## src/rtl/calc_pkg.sv

```systemverilog
// Shared calculator types: operand/result word, ALU opcodes and arbiter FSM states.
// Optional feature macro: ALU_ARB_TIMEOUT_EN (adds the S_DRAIN state).
package calc_pkg;

   localparam int unsigned NUM_W = 16;

   // Operand/result word; error is produced by the ALU and carried untouched.
   typedef struct packed {
      logic             error;
      logic [NUM_W-1:0] value;
   } num_t;

   typedef enum logic [2:0] {
      OP_NONE = 3'd0,
      OP_ADD  = 3'd1,
      OP_SUB  = 3'd2,
      OP_MUL  = 3'd3,
      OP_DIV  = 3'd4
   } op_t;

   typedef enum logic [2:0] {
      S_IDLE  = 3'd0,
      S_ISSUE = 3'd1,
      S_WAIT  = 3'd2,
`ifdef ALU_ARB_TIMEOUT_EN
      S_DRAIN = 3'd4,
`endif
      S_RESP  = 3'd3
   } alu_arb_state_t;

   // Index width for an n-entry vector, never below one bit.
   function automatic int unsigned idx_width(input int unsigned n);
      return (n > 1) ? $clog2(n) : 1;
   endfunction

endpackage

```

## src/rtl/rr_arbiter.sv

```systemverilog
// Round-robin picker: first asserted request at or above ptr_i, wrapping.
module rr_arbiter
   import calc_pkg::*;
#(
   parameter int unsigned NUM_REQ = 2,
   parameter int unsigned IDX_W   = 1
) (
   input  logic [NUM_REQ-1:0] req_i,
   input  logic [IDX_W-1:0]   ptr_i,
   input  logic               en_i,
   output logic [NUM_REQ-1:0] gnt_o,
   output logic [IDX_W-1:0]   gnt_idx_o,
   output logic               gnt_valid_o
);

   // Scan NUM_REQ positions starting at the pointer; keep the first hit.
   always_comb begin
      logic [IDX_W:0]   pos;
      logic [IDX_W-1:0] idx;
      gnt_o       = '0;
      gnt_idx_o   = '0;
      gnt_valid_o = 1'b0;
      pos         = '0;
      idx         = '0;
      if (en_i) begin
         for (int unsigned k = 0; k < NUM_REQ; k++) begin
            pos = {1'b0, ptr_i} + (IDX_W+1)'(k);
            if (pos >= (IDX_W+1)'(NUM_REQ)) begin
               pos = pos - (IDX_W+1)'(NUM_REQ);
            end
            idx = pos[IDX_W-1:0];
            if (!gnt_valid_o && req_i[idx]) begin
               gnt_valid_o = 1'b1;
               gnt_o[idx]  = 1'b1;
               gnt_idx_o   = idx;
            end
         end
      end
   end

endmodule

```

## src/rtl/alu_arbiter.sv

```systemverilog
// Shares one ALU between NUM_REQ requesters with round-robin arbitration and a single
// outstanding operation. Optional feature macro: ALU_ARB_TIMEOUT_EN (S_WAIT watchdog
// followed by S_DRAIN to swallow the late ALU result).
module alu_arbiter
   import calc_pkg::*;
#(
   parameter int unsigned NUM_REQ        = 2,
   parameter int unsigned TIMEOUT_CYCLES = 64
) (
   input  logic                clk_i,
   input  logic                rst_ni,
   input  num_t [NUM_REQ-1:0]  req_left_i,
   input  num_t [NUM_REQ-1:0]  req_right_i,
   input  op_t  [NUM_REQ-1:0]  req_op_i,
   input  logic [NUM_REQ-1:0]  req_valid_i,
   output logic [NUM_REQ-1:0]  req_ready_o,
   output num_t                rsp_result_o,
   output logic [NUM_REQ-1:0]  rsp_valid_o,
   input  logic [NUM_REQ-1:0]  rsp_ready_i,
   output num_t                alu_left_o,
   output num_t                alu_right_o,
   output op_t                 alu_op_o,
   output logic                alu_in_valid_o,
   input  logic                alu_in_ready_i,
   input  num_t                alu_result_i,
   input  logic                alu_out_valid_i,
   output logic                alu_out_ready_o
);

   localparam int unsigned IDX_W = idx_width(NUM_REQ);

   if ((NUM_REQ < 2) || (NUM_REQ > 8) || (TIMEOUT_CYCLES < 1)) begin : g_param_check
      $error("alu_arbiter: NUM_REQ must be 2..8 and TIMEOUT_CYCLES at least 1");
   end

   alu_arb_state_t   state_q;
   logic [IDX_W-1:0] rr_ptr_q;
   logic [IDX_W-1:0] owner_q;
   num_t             left_q;
   num_t             right_q;
   op_t              op_q;
   num_t             result_q;

`ifdef ALU_ARB_TIMEOUT_EN
   localparam int unsigned CNT_W = (TIMEOUT_CYCLES > 1) ? $clog2(TIMEOUT_CYCLES) : 1;
   logic [CNT_W-1:0] tmo_cnt_q;
   logic             timed_out_q;
`endif

   logic [NUM_REQ-1:0] gnt;
   logic [IDX_W-1:0]   gnt_idx;
   logic               gnt_valid;

   // Grants are only offered in S_IDLE and never while reset is asserted.
   rr_arbiter #(
      .NUM_REQ (NUM_REQ),
      .IDX_W   (IDX_W)
   ) u_rr_arbiter (
      .req_i       (req_valid_i),
      .ptr_i       (rr_ptr_q),
      .en_i        (rst_ni && (state_q == S_IDLE)),
      .gnt_o       (gnt),
      .gnt_idx_o   (gnt_idx),
      .gnt_valid_o (gnt_valid)
   );

   // FSM and command/result registers.
   always_ff @(posedge clk_i or negedge rst_ni) begin
      if (!rst_ni) begin
         state_q     <= S_IDLE;
         rr_ptr_q    <= '0;
         owner_q     <= '0;
         left_q      <= '0;
         right_q     <= '0;
         op_q        <= OP_NONE;
         result_q    <= '0;
`ifdef ALU_ARB_TIMEOUT_EN
         tmo_cnt_q   <= '0;
         timed_out_q <= 1'b0;
`endif
      end else begin
         unique case (state_q)
            S_IDLE: begin
               if (gnt_valid) begin
                  owner_q <= gnt_idx;
                  left_q  <= req_left_i[gnt_idx];
                  right_q <= req_right_i[gnt_idx];
                  op_q    <= req_op_i[gnt_idx];
                  if (32'(gnt_idx) == NUM_REQ - 1) begin
                     rr_ptr_q <= '0;
                  end else begin
                     rr_ptr_q <= gnt_idx + 1'b1;
                  end
                  // OP_NONE is a pass-through of the left operand and skips the ALU.
                  if (req_op_i[gnt_idx] == OP_NONE) begin
                     result_q <= req_left_i[gnt_idx];
                     state_q  <= S_RESP;
                  end else begin
                     state_q  <= S_ISSUE;
                  end
               end
            end
            S_ISSUE: begin
               if (alu_in_ready_i) begin
                  state_q   <= S_WAIT;
`ifdef ALU_ARB_TIMEOUT_EN
                  tmo_cnt_q <= '0;
`endif
               end
            end
            S_WAIT: begin
               if (alu_out_valid_i) begin
                  result_q <= alu_result_i;
                  state_q  <= S_RESP;
`ifdef ALU_ARB_TIMEOUT_EN
               end else if (tmo_cnt_q == CNT_W'(TIMEOUT_CYCLES - 1)) begin
                  result_q    <= '{error: 1'b1, value: '0};
                  timed_out_q <= 1'b1;
                  state_q     <= S_RESP;
               end else begin
                  tmo_cnt_q <= tmo_cnt_q + 1'b1;
`endif
               end
            end
            S_RESP: begin
               if (rsp_ready_i[owner_q]) begin
`ifdef ALU_ARB_TIMEOUT_EN
                  // After a timeout the ALU still owes a result; swallow it first.
                  state_q     <= timed_out_q ? S_DRAIN : S_IDLE;
                  timed_out_q <= 1'b0;
`else
                  state_q     <= S_IDLE;
`endif
               end
            end
`ifdef ALU_ARB_TIMEOUT_EN
            S_DRAIN: begin
               if (alu_out_valid_i) begin
                  state_q <= S_IDLE;
               end
            end
`endif
            default: state_q <= S_IDLE;
         endcase
      end
   end

   // Output decode from the state register; the command is held stable while the ALU owns it.
   always_comb begin
      logic cmd_active;
      cmd_active      = (state_q == S_ISSUE) || (state_q == S_WAIT);
      alu_out_ready_o = (state_q == S_WAIT);
`ifdef ALU_ARB_TIMEOUT_EN
      cmd_active      = cmd_active || (state_q == S_DRAIN);
      alu_out_ready_o = alu_out_ready_o || (state_q == S_DRAIN);
`endif
      alu_in_valid_o = (state_q == S_ISSUE);
      alu_left_o     = cmd_active ? left_q  : '0;
      alu_right_o    = cmd_active ? right_q : '0;
      alu_op_o       = cmd_active ? op_q    : OP_NONE;
      req_ready_o    = gnt;
      rsp_valid_o    = '0;
      rsp_result_o   = '0;
      if (state_q == S_RESP) begin
         rsp_valid_o[owner_q] = 1'b1;
         rsp_result_o         = result_q;
      end
   end

endmodule

```

## config.mk

```make
export PLATFORM = sky130hd
export DESIGN_NAME = alu_arbiter
export DESIGN_NICKNAME = d
export VERILOG_FILES = /design/src/rtl/calc_pkg.sv /design/src/rtl/rr_arbiter.sv /design/src/rtl/alu_arbiter.sv
export SDC_FILE = /design/constraint.sdc
export NUM_CORES = 1
export LEC_CHECK = 0
export ABC_AREA = 1
export BUFFER_PORTS_ARGS = -buffer_cell sky130_fd_sc_hd__buf_2
export CAP_MARGIN = 20
export CORE_ASPECT_RATIO = 0.8
export CORE_MARGIN = 2
export CORE_UTILIZATION = 40
export DETAILED_ROUTE_END_ITERATION = 6
export HOLD_SLACK_MARGIN = 0.06
export PLACE_DENSITY = 0.8
export SYNTH_ARGS = -nofsm -noshare
export SYNTH_HDL_FRONTEND = slang
export SYNTH_SLANG_ARGS = --single-unit
export TNS_END_PERCENT = 1
```

## constraint.sdc

```tcl
create_clock -name clk_i -period 3.8 [get_ports clk_i]
set_clock_uncertainty 0.05 [all_clocks]
set_input_delay 0.19 -clock clk_i [delete_from_list [all_inputs] [get_ports clk_i]]
set_output_delay 0.19 -clock clk_i [all_outputs]
set_load 0.005 [all_outputs]
```

==> results.tsv, run 1 <==
stage	metric	value	unit
layout	n_fill_cell	752	
layout	multi_input_area	0.00144	mm2
cts	clk_path_buf_depth	2	
synthesis	syn_nets	598	
cts	clk_pin_slew	0.07	ns
synthesis	synthTopCellsByCount	nand2_1 (209), inv_1 (83), dfrtp_1 (58), o21ai_0 (39), nand3_1 (38)	
layout	drive_above_1_share	27.4	%
global_route	grt_use_total	23.8	%
timing	period_minus_slack	3.18	ns
pwr	power	3.57	mW
synthesis	synth_cells	494	
floorplanning	boundaryPins	159	
place	hpwlAfterDp	7530	um
worst_hold_path	hp-class	in -> reg	
synthesis	yosys_warnings	0	
cts	clkLatencyLatePin	0.33	ns
layout	area_growth	42.4	%
critical_path	required	3.97	ns
status	status	complete, no violations	
floorplanning	coreArea	0.00802	mm2
timing	hold_viol_final	0	
timing	setup_tns	0	ns
route	via_per_inst	4.76	
critical_path	crit_arrival	3.35	ns
layout	finalInstanceArea	0.00474	mm2
synthesis	synth_area	0.00333	mm2
layout	nets	781	
critical_path	max_stage_delay	0.64	ns
critical_path	worstPathMaxFanout	40	
timing	max_freq	0.314	GHz
job	max-cap-violations	0	
cts	clock-root-buffer	clkbuf_8	
floorplanning	die_x	106	um
place	placed_area	0.00417	mm2
critical_path	cp_cell_sequence	inv_1 -> ha_1 -> nand2_2 -> nor2_4 -> nand2_2 -> clkinv_1 -> nand2_1 -> nand3_1 -> dlygate4sd3_1	
global_route	grt_pass1_vias	3634	
floorplanning	initial_core_util	41.5	%
timing	period_share	83.7	%
cts	cts_tree	done	
synthesis	synthMostInstantiatedCell	nand2_1	
cts	cts_sinks	58	
timing	setup_viol	0	
floorplanning	fp.dieH	85.6	um
route	ant_nets	0	
synthesis	synth_top_area_share	43.6	%
timing	finalMaxSlewViolations	0	
route	avgRoutedWirePerCell	13.1	um
floorplanning	rows	29	
synthesis	synth_edf_count	0	
synthesis	synth-seq-cells	58	
global_route	antenna_found_initial	0	
route	initialDrtViolationCount	199	
pwr	power.static_leakage	3.03	nW
layout	antennaDiodeCount	0	
timing	rsz0062_at_grt	false	
route	routed-via-count	3760	
synthesis	synth_async_sr_flop_share	100	%
route	routed_wirelength	10400	um
critical_path	cp-end-kind	register	
cts	htreeDepth	3	
critical_path	crit_path_start_kind	register	
synthesis	ys_seq_area_share	43.6	%
critical_path	crit_type	reg -> reg	
critical_path	cp_common_cell	nand2_2	
synthesis	synth_area_leaders	dfrtp_1 (44%), nand2_1 (24%), inv_1 (9.4%), o21ai_0 (5.9%), nand3_1 (5.7%)	
critical_path	slowest_stage	clkinv_1	
global_route	grt_overflow	0	
route	dr.pass1.iters	5	
synthesis	synth_ff_type	dfrtp_1	
route	drc_errors	0	
synthesis	yosysUniqueCellTypes	21	
layout	seq_area	0.00145	mm2
global_route	grt_start_max_net_pins	59	
timing	slew_headroom	46.0	%
place	place.gp.congestion	0.861	
cts	cts-buffers-inserted	9	
synthesis	yosysTopAreaCell	dfrtp_1	
critical_path	reg2reg_slack	0.62	ns
synthesis	avgSynthCellArea	6.74	um2
pwr	vdd_drop_max	0.000374	V
place	io_buffers	158	
pwr	power_density	753	mW/mm2
global_route	grt_pass1_wl	16800	um
timing	tightest_slew	0.808	ns
floorplanning	die_area	0.00908	mm2
final timing paths:
check	start	end	cells after the start
max	state_q[0]	right_q[6]	9
min	req_op_i[0]	op_q[0]	3
max reg2reg	state_q[0]	right_q[6]	9
min reg2reg	result_q[5]	result_q[5]	2
max in group asynchronous	rst_ni	state_q[0]	3
min in group asynchronous	rst_ni	result_q[12]	3
final cells by class:
class / count / share of cell area, %
Tap cell: 108 / 2.85
Inverter: 86 / 6.80
Timing Repair Buffer: 196 / 24.5
Sequential cell: 58 / 30.6
Clock inverter: 6 / 1.90
Multi-Input combinational cell: 326 / 30.4
Clock buffer: 10 / 2.90
state kept, by name (all words and copies together) (netlist names):
register  flops
op_q          3
left_q       17
state_q       2
result_q     17
right_q      17
rr_ptr_q      1
owner_q       1
cell usage in the layout, fill, tap and decap left out, drive strengths merged:
master and n:
ha 5, nand3 39, bufinv 2, a31oi 3, a21oi 2, nor2 10, o21ai 54, clkbuf 10
nand2 213, inv 85, buf 161, dfrtp 58, clkinvlp 1, dlygate4sd3 35, clkinv 4
critical path: cells and delay by family, from the launching register on:
| family | cells | cell delay, ns |
|---|---|---|
| adders and majority gates | 1 | 0.29 |
| buffers and inverters | 3 | 1.31 |
| and+or+nand+nor | 5 | 0.99 |
| DFF | 1 | 0.44 |
where the power goes:
| group | internal (mW) | switching [mW] | leakage (nW) |
|---|---|---|---|
| clock | 0.388 | 0.259 | 0.112 |
| combinational | 0.765 | 1.07 | 2.21 |
| sequential | 0.918 | 0.176 | 0.713 |
per-layer routing:
| metal | GRT usage [%] | wire [um] | up-vias |
|---|---|---|---|
| met4 | 7.18 | 201 | 0 |
| met3 | 7.90 | 823 | 24 |
| met1 | 31.2 | 4520 | 1721 |
| met2 | 37.7 | 4820 | 163 |
| met5 | 0 | 0 | - |
| li1 | - | - | 1852 |
what timing repair did:
item | in CTS | in global routing
hold buffers | 35 | 0
endpoints found under the hold margin | 75 | 0
gates resized for setup | 0 | 0
buffers inserted | 0 | 0
metrics by stage:
| step | cells | hold WS, ns | utilization (%) | setup WS [ns] |
|---|---|---|---|---|
| floorplan | 494 | -0.156 | - | 1.86 |
| global placement | 739 | 0.349 | 52.0 | 1.21 |
| detailed placement | 739 | 0.353 | 52.0 | 1.04 |
| CTS | 790 | 0.0781 | 59.2 | 0.640 |
| global route | 790 | 0.0923 | 59.2 | 0.369 |
| finish | 790 | 0.101 | 59.2 | 0.619 |
logic make-up after synthesis:
group | share of synthesized area, %
compound gates | 9.65
buf+inv | 13.1
flops | 43.6
fa+ha+maj | 1.88
simple gates | 31.8
No activity file was read; power rests on OpenSTA's default activity.
==> run 2: changes to the inputs <==
Clock period 3.8 ns to 3.2 ns, I/O delays scaled along.
==> results.tsv, run 2 (same netlist as run 1, synthesis figures left out) <==
stage	metric	value	unit
status	status	complete, no violations	
global_route	grt_overflow	0	
route	routed-via-count	3752	
pwr	p_switching	1.76	mW
timing	slew_headroom	50.9	%
floorplanning	coreArea	0.00802	mm2
global_route	grt_pass1_vias	3558	
place	place.gp.congestion	0.922	
critical_path	crit_arrival	2.88	ns
global_route	grt_start_max_net_pins	59	
layout	nets	784	
floorplanning	boundaryPins	159	
floorplanning	fp.dieH	85.6	um
critical_path	reg2reg_slack	0.48	ns
pwr	switching_share	43.2	%
critical_path	rr_startpoint	state_q[1]	
layout	antennaDiodeCount	0	
layout	seq_area	0.00145	mm2
critical_path	reg2reg_depth	9	
timing	period_share	84.9	%
cts	htreeDepth	3	
layout	area_growth	41.8	%
timing	setup_tns	0	ns
timing	setup_viol	0	
layout	final_common_cell	nand2_1	
route	drc_errors	0	
layout	largestRegisters	left_q (17), result_q (17), right_q (17)	
worst_hold_path	hp-class	in -> reg	
pwr	power_density	864	mW/mm2
pwr	p_comb_share	53.1	%
timing	whs	0.0894	ns
place	hpwlAfterDp	7440	um
worst_hold_path	hold_end	op_q[0]	
route	ant_nets	0	
timing	hold_viol_final	0	
global_route	grt_pass1_wl	16400	um
critical_path	crit_path_start_kind	register	
cts	holdBufCountCts	36	
cts	clk_pin_slew	0.07	ns
layout	multi_input_area	0.00144	mm2
place	pre_cts_slack	0.767	ns
job	max-cap-violations	0	
pwr	p_seq_share	31.9	%
layout	mostFrequentLayoutCells	nand2_1 (209), buf_2 (158), inv_1 (83), dfrtp_1 (58), o21ai_0 (39)	
route	routed_wirelength	10400	um
critical_path	cp-end-kind	register	
timing	max_freq	0.368	GHz
cts	cts_setup_buffers	0	
layout	post-route-util	58.9	%
route	initialDrtViolationCount	266	
route	via_per_inst	4.73	
pwr	vdd_drop_max	0.000784	V
critical_path	required	3.36	ns
cts	clk_path_buf_depth	2	
worst_hold_path	hold_depth	3	
global_route	grt_use_total	23.2	%
cts	cts_resized	0	
timing	period_minus_slack	2.72	ns
place	io_buffers	158	
route	dr.pass1.iters	5	
global_route	antenna_found_initial	0	
route	avgRoutedWirePerCell	13.2	um
pwr	p_clk_share	15.0	%
pwr	internal_power	2.32	mW
cts	cts_tree	done	
cts	clock-root-buffer	clkbuf_8	
timing	fin_ws	0.484	ns
critical_path	crit_type	reg -> reg	
floorplanning	die_x	106	um
timing	finalMaxSlewViolations	0	
worst_hold_path	hp-start	req_op_i[0]	
pwr	power	4.08	mW
floorplanning	rows	29	
critical_path	worstPathMaxFanout	18	
layout	drive_above_1_share	27.4	%
pwr	power.static_leakage	3.02	nW
cts	cts_sinks	58	
timing	tightest_slew	0.737	ns
timing	rsz0062_at_grt	false	
layout	n_fill_cell	770	
critical_path	rr_endpoint	right_q[15]	
cts	cts-buffers-inserted	9	
floorplanning	die_area	0.00908	mm2
floorplanning	initial_core_util	41.5	%
cts	clkLatencyLatePin	0.34	ns
run 2: cell types whose count changed in the layout (fill, tap and decap cells not counted), sizes merged:
cell / previous run / this run
buf: 161 / 163
bufinv: 2 / 0
clkbuf: 10 / 12
dlygate4sd3: 35 / 36
run 2: final cells by class:
cell class                 count  share of cell area [%]
sequential                    58                    30.7
tap                          108                    2.86
clock inverter                 4                   0.556
clock buffer                  12                    3.28
multi-input combinational    326                    30.6
inverter                      86                    6.83
timing repair buffer         199                    25.2
run 2: how the worst max path moves through the flow:
stage / from / to / cells after the start / slack, ns
after global routing: state_q[0] / right_q[12] / 9 / 0.25
after global placement: state_q[0] / result_q[2] / 13 / 0.91
final: state_q[1] / right_q[15] / 9 / 0.48
after CTS: state_q[0] / right_q[3] / 9 / 0.52
after floorplan: state_q[0] / result_q[7] / 10 / 1.26
after detailed placement: state_q[1] / result_q[4] / 13 / 0.77
run 2: metal layers:
| layer | GRT usage (%) | share of wire (%) | vias up |
|---|---|---|---|
| li1 | - | - | 1860 |
| met5 | 0 | 0 | - |
| met3 | 6.69 | 8.5 | 26 |
| met1 | 30.2 | 44 | 1696 |
| met2 | 36.8 | 45 | 170 |
| met4 | 8.85 | 2.4 | 0 |
run 2: power groups by stage:
stage | clock network (mW) | registers (mW) | logic (mW)
6_report | 0.613 | 1.30 | 2.17
4_1_cts | 0.633 | 1.29 | 2.15
2_1_floorplan | 0 | 1.24 | 1.29
3_3_place_gp | 0 | 1.29 | 1.90
3_5_place_dp | 0 | 1.30 | 1.94
5_1_grt | 0.657 | 1.34 | 2.45
run 2: through the flow:
| stage | instance area, um2 | std cells |
|---|---|---|
| 6_report | 4720 | 793 |
| 2_1_floorplan | 3330 | 494 |
| 3_5_place_dp | 4180 | 741 |
| 3_3_place_gp | 4180 | 741 |
| 5_1_grt | 4720 | 793 |
| 4_1_cts | 4720 | 793 |
run 2: worst max-delay path: stages (launching register included):
cell           delay [ns]
dfrtp_1              0.43
inv_1                0.10
ha_1                 0.27
nand2_2              0.14
nor2_4               0.06
nand2_2              0.18
clkinv_1             0.48
nand2_1              0.22
nand3_1              0.10
dlygate4sd3_1        0.57
==> run 3: changes to the inputs <==
Clock period 3.2 ns to 2.8 ns, I/O delays scaled along.
==> results.tsv, run 3 (same netlist as run 1, synthesis figures left out) <==
stage	metric	value	unit
floorplanning	coreArea	0.00802	mm2
cts	cts-buffers-inserted	9	
layout	finalInstanceArea	0.00477	mm2
floorplanning	initial_core_util	41.5	%
timing	setup_viol	0	
layout	largestRegisters	left_q (17), result_q (17), right_q (17)	
global_route	grt_pass1_wl	16700	um
status	status	complete, no violations	
floorplanning	die_x	106	um
critical_path	cp-end-kind	register	
layout	final_common_cell	nand2_1	
place	place.gp.congestion	0.964	
pwr	vdd_drop_max	0.000814	V
critical_path	rr_endpoint	right_q[16]	
critical_path	reg2reg_depth	9	
floorplanning	die_area	0.00908	mm2
timing	max_freq	0.389	GHz
floorplanning	fp.dieH	85.6	um
critical_path	worstPathMaxFanout	51	
worst_hold_path	hp-class	in -> reg	
place	hpwlAfterDp	7410	um
global_route	grt_overflow	0	
cts	cts_setup_buffers	0	
cts	cts_tree	done	
cts	cts_sinks	58	
global_route	grt_use_total	23.4	%
critical_path	rr_startpoint	state_q[1]	
critical_path	required	2.97	ns
layout	drive_above_1_share	27.5	%
layout	seq_area	0.00145	mm2
worst_hold_path	hold_depth	3	
place	pre_cts_slack	0.389	ns
cts	clock-root-buffer	clkbuf_8	
pwr	power	4.73	mW
timing	period_minus_slack	2.57	ns
place	placed_area	0.00418	mm2
layout	mostFrequentLayoutCells	nand2_1 (209), buf_2 (158), inv_1 (83), dfrtp_1 (58), o21ai_0 (39)	
critical_path	reg2reg_slack	0.23	ns
timing	hold_viol_final	0	
critical_path	crit_path_start_kind	register	
timing	finalMaxSlewViolations	0	
layout	antennaDiodeCount	0	
global_route	grt_pass1_vias	3634	
critical_path	crit_type	reg -> reg	
route	routed-via-count	3734	
timing	period_share	91.8	%
place	io_buffers	158	
pwr	power.static_leakage	3.03	nW
route	initialDrtViolationCount	216	
job	max-cap-violations	0	
floorplanning	boundaryPins	159	
layout	n_fill_cell	776	
cts	htreeDepth	3	
worst_hold_path	hp-start	req_op_i[5]	
layout	nets	786	
route	dr.pass1.iters	5	
layout	area_growth	43.2	%
cts	clk_pin_slew	0.07	ns
route	drc_errors	0	
route	via_per_inst	4.70	
timing	tightest_slew	0.727	ns
cts	clkLatencyLatePin	0.33	ns
timing	setup_tns	0	ns
global_route	antenna_found_initial	0	
route	avgRoutedWirePerCell	12.8	um
worst_hold_path	hold_end	op_q[2]	
cts	clk_path_buf_depth	2	
global_route	grt_start_max_net_pins	59	
timing	slew_headroom	51.5	%
floorplanning	rows	29	
timing	fin_ws	0.230	ns
layout	multi_input_area	0.00144	mm2
timing	rsz0062_at_grt	false	
route	ant_nets	0	
pwr	power_density	991	mW/mm2
critical_path	crit_arrival	2.74	ns
route	routed_wirelength	10200	um
[run 3: cell types whose count changed in the layout (fill, tap and decap cells not counted), sizes merged]
cell / change
bufinv: +1
clkinvlp: +2
dlygate4sd3: +2
clkinv: -3
[run 3: report_power, final]
group | internal [mW] | switching (mW)
Sequential | 1.25 | 0.240
Combinational | 1.04 | 1.42
Clock | 0.458 | 0.324
Total | 2.74 | 1.98
[run 3: metrics by stage]
stage,hold WS (ns),util [%],cells
6_report,0.0875,59.5,795
3_5_place_dp,0.303,52.1,741
4_1_cts,0.0645,59.4,795
3_3_place_gp,0.297,52.1,741
2_1_floorplan,-0.206,-,494
5_1_grt,0.101,59.5,795
[run 3: routing by layer]
metal	global-route usage, %	wire (um)	share of wire (%)
met4	6.34	163	1.6
met3	6.61	748	7.3
met1	30.6	4470	44
met2	38.7	4830	47
met5	0	0	0
[run 3: worst max-delay path: stages (launching register included)]
cell and delay (ns):
dfrtp_1 0.43, inv_1 0.11, ha_1 0.29, nand2_2 0.13
a21oi_4 0.27, inv_2 0.09, buf_4 0.29, nand2_1 0.14
nand3_1 0.08, dlygate4sd3_1 0.56
[run 3: what timing repair did]
action,in CTS,in global routing
endpoints found under the hold margin,78,0
setup endpoints to repair,0,17
hold buffers,38,0
gates resized for setup,0,1
[run 3: layout make-up]
cell class                 count  area share, %
clock buffer                  12           3.25
multi-input combinational    326           30.3
clock inverter                 4           1.05
timing repair buffer         201           25.3
sequential                    58           30.4
inverter                      86           6.84
tap                          108           2.83
[run 3: how the worst max path moves through the flow]
| stage | from | endpoint | slack [ns] | depth (start not counted) |
|---|---|---|---|---|
| 3_5_place_dp | state_q[0] | result_q[0] | 0.39 | 13 |
| 4_1_cts | state_q[0] | right_q[14] | 0.07 | 9 |
| 2_1_floorplan | state_q[0] | result_q[7] | 0.86 | 10 |
| 6_report | state_q[1] | right_q[16] | 0.23 | 9 |
| 5_1_grt | state_q[0] | right_q[0] | 0.03 | 9 |
| 3_3_place_gp | state_q[0] | result_q[2] | 0.54 | 13 |
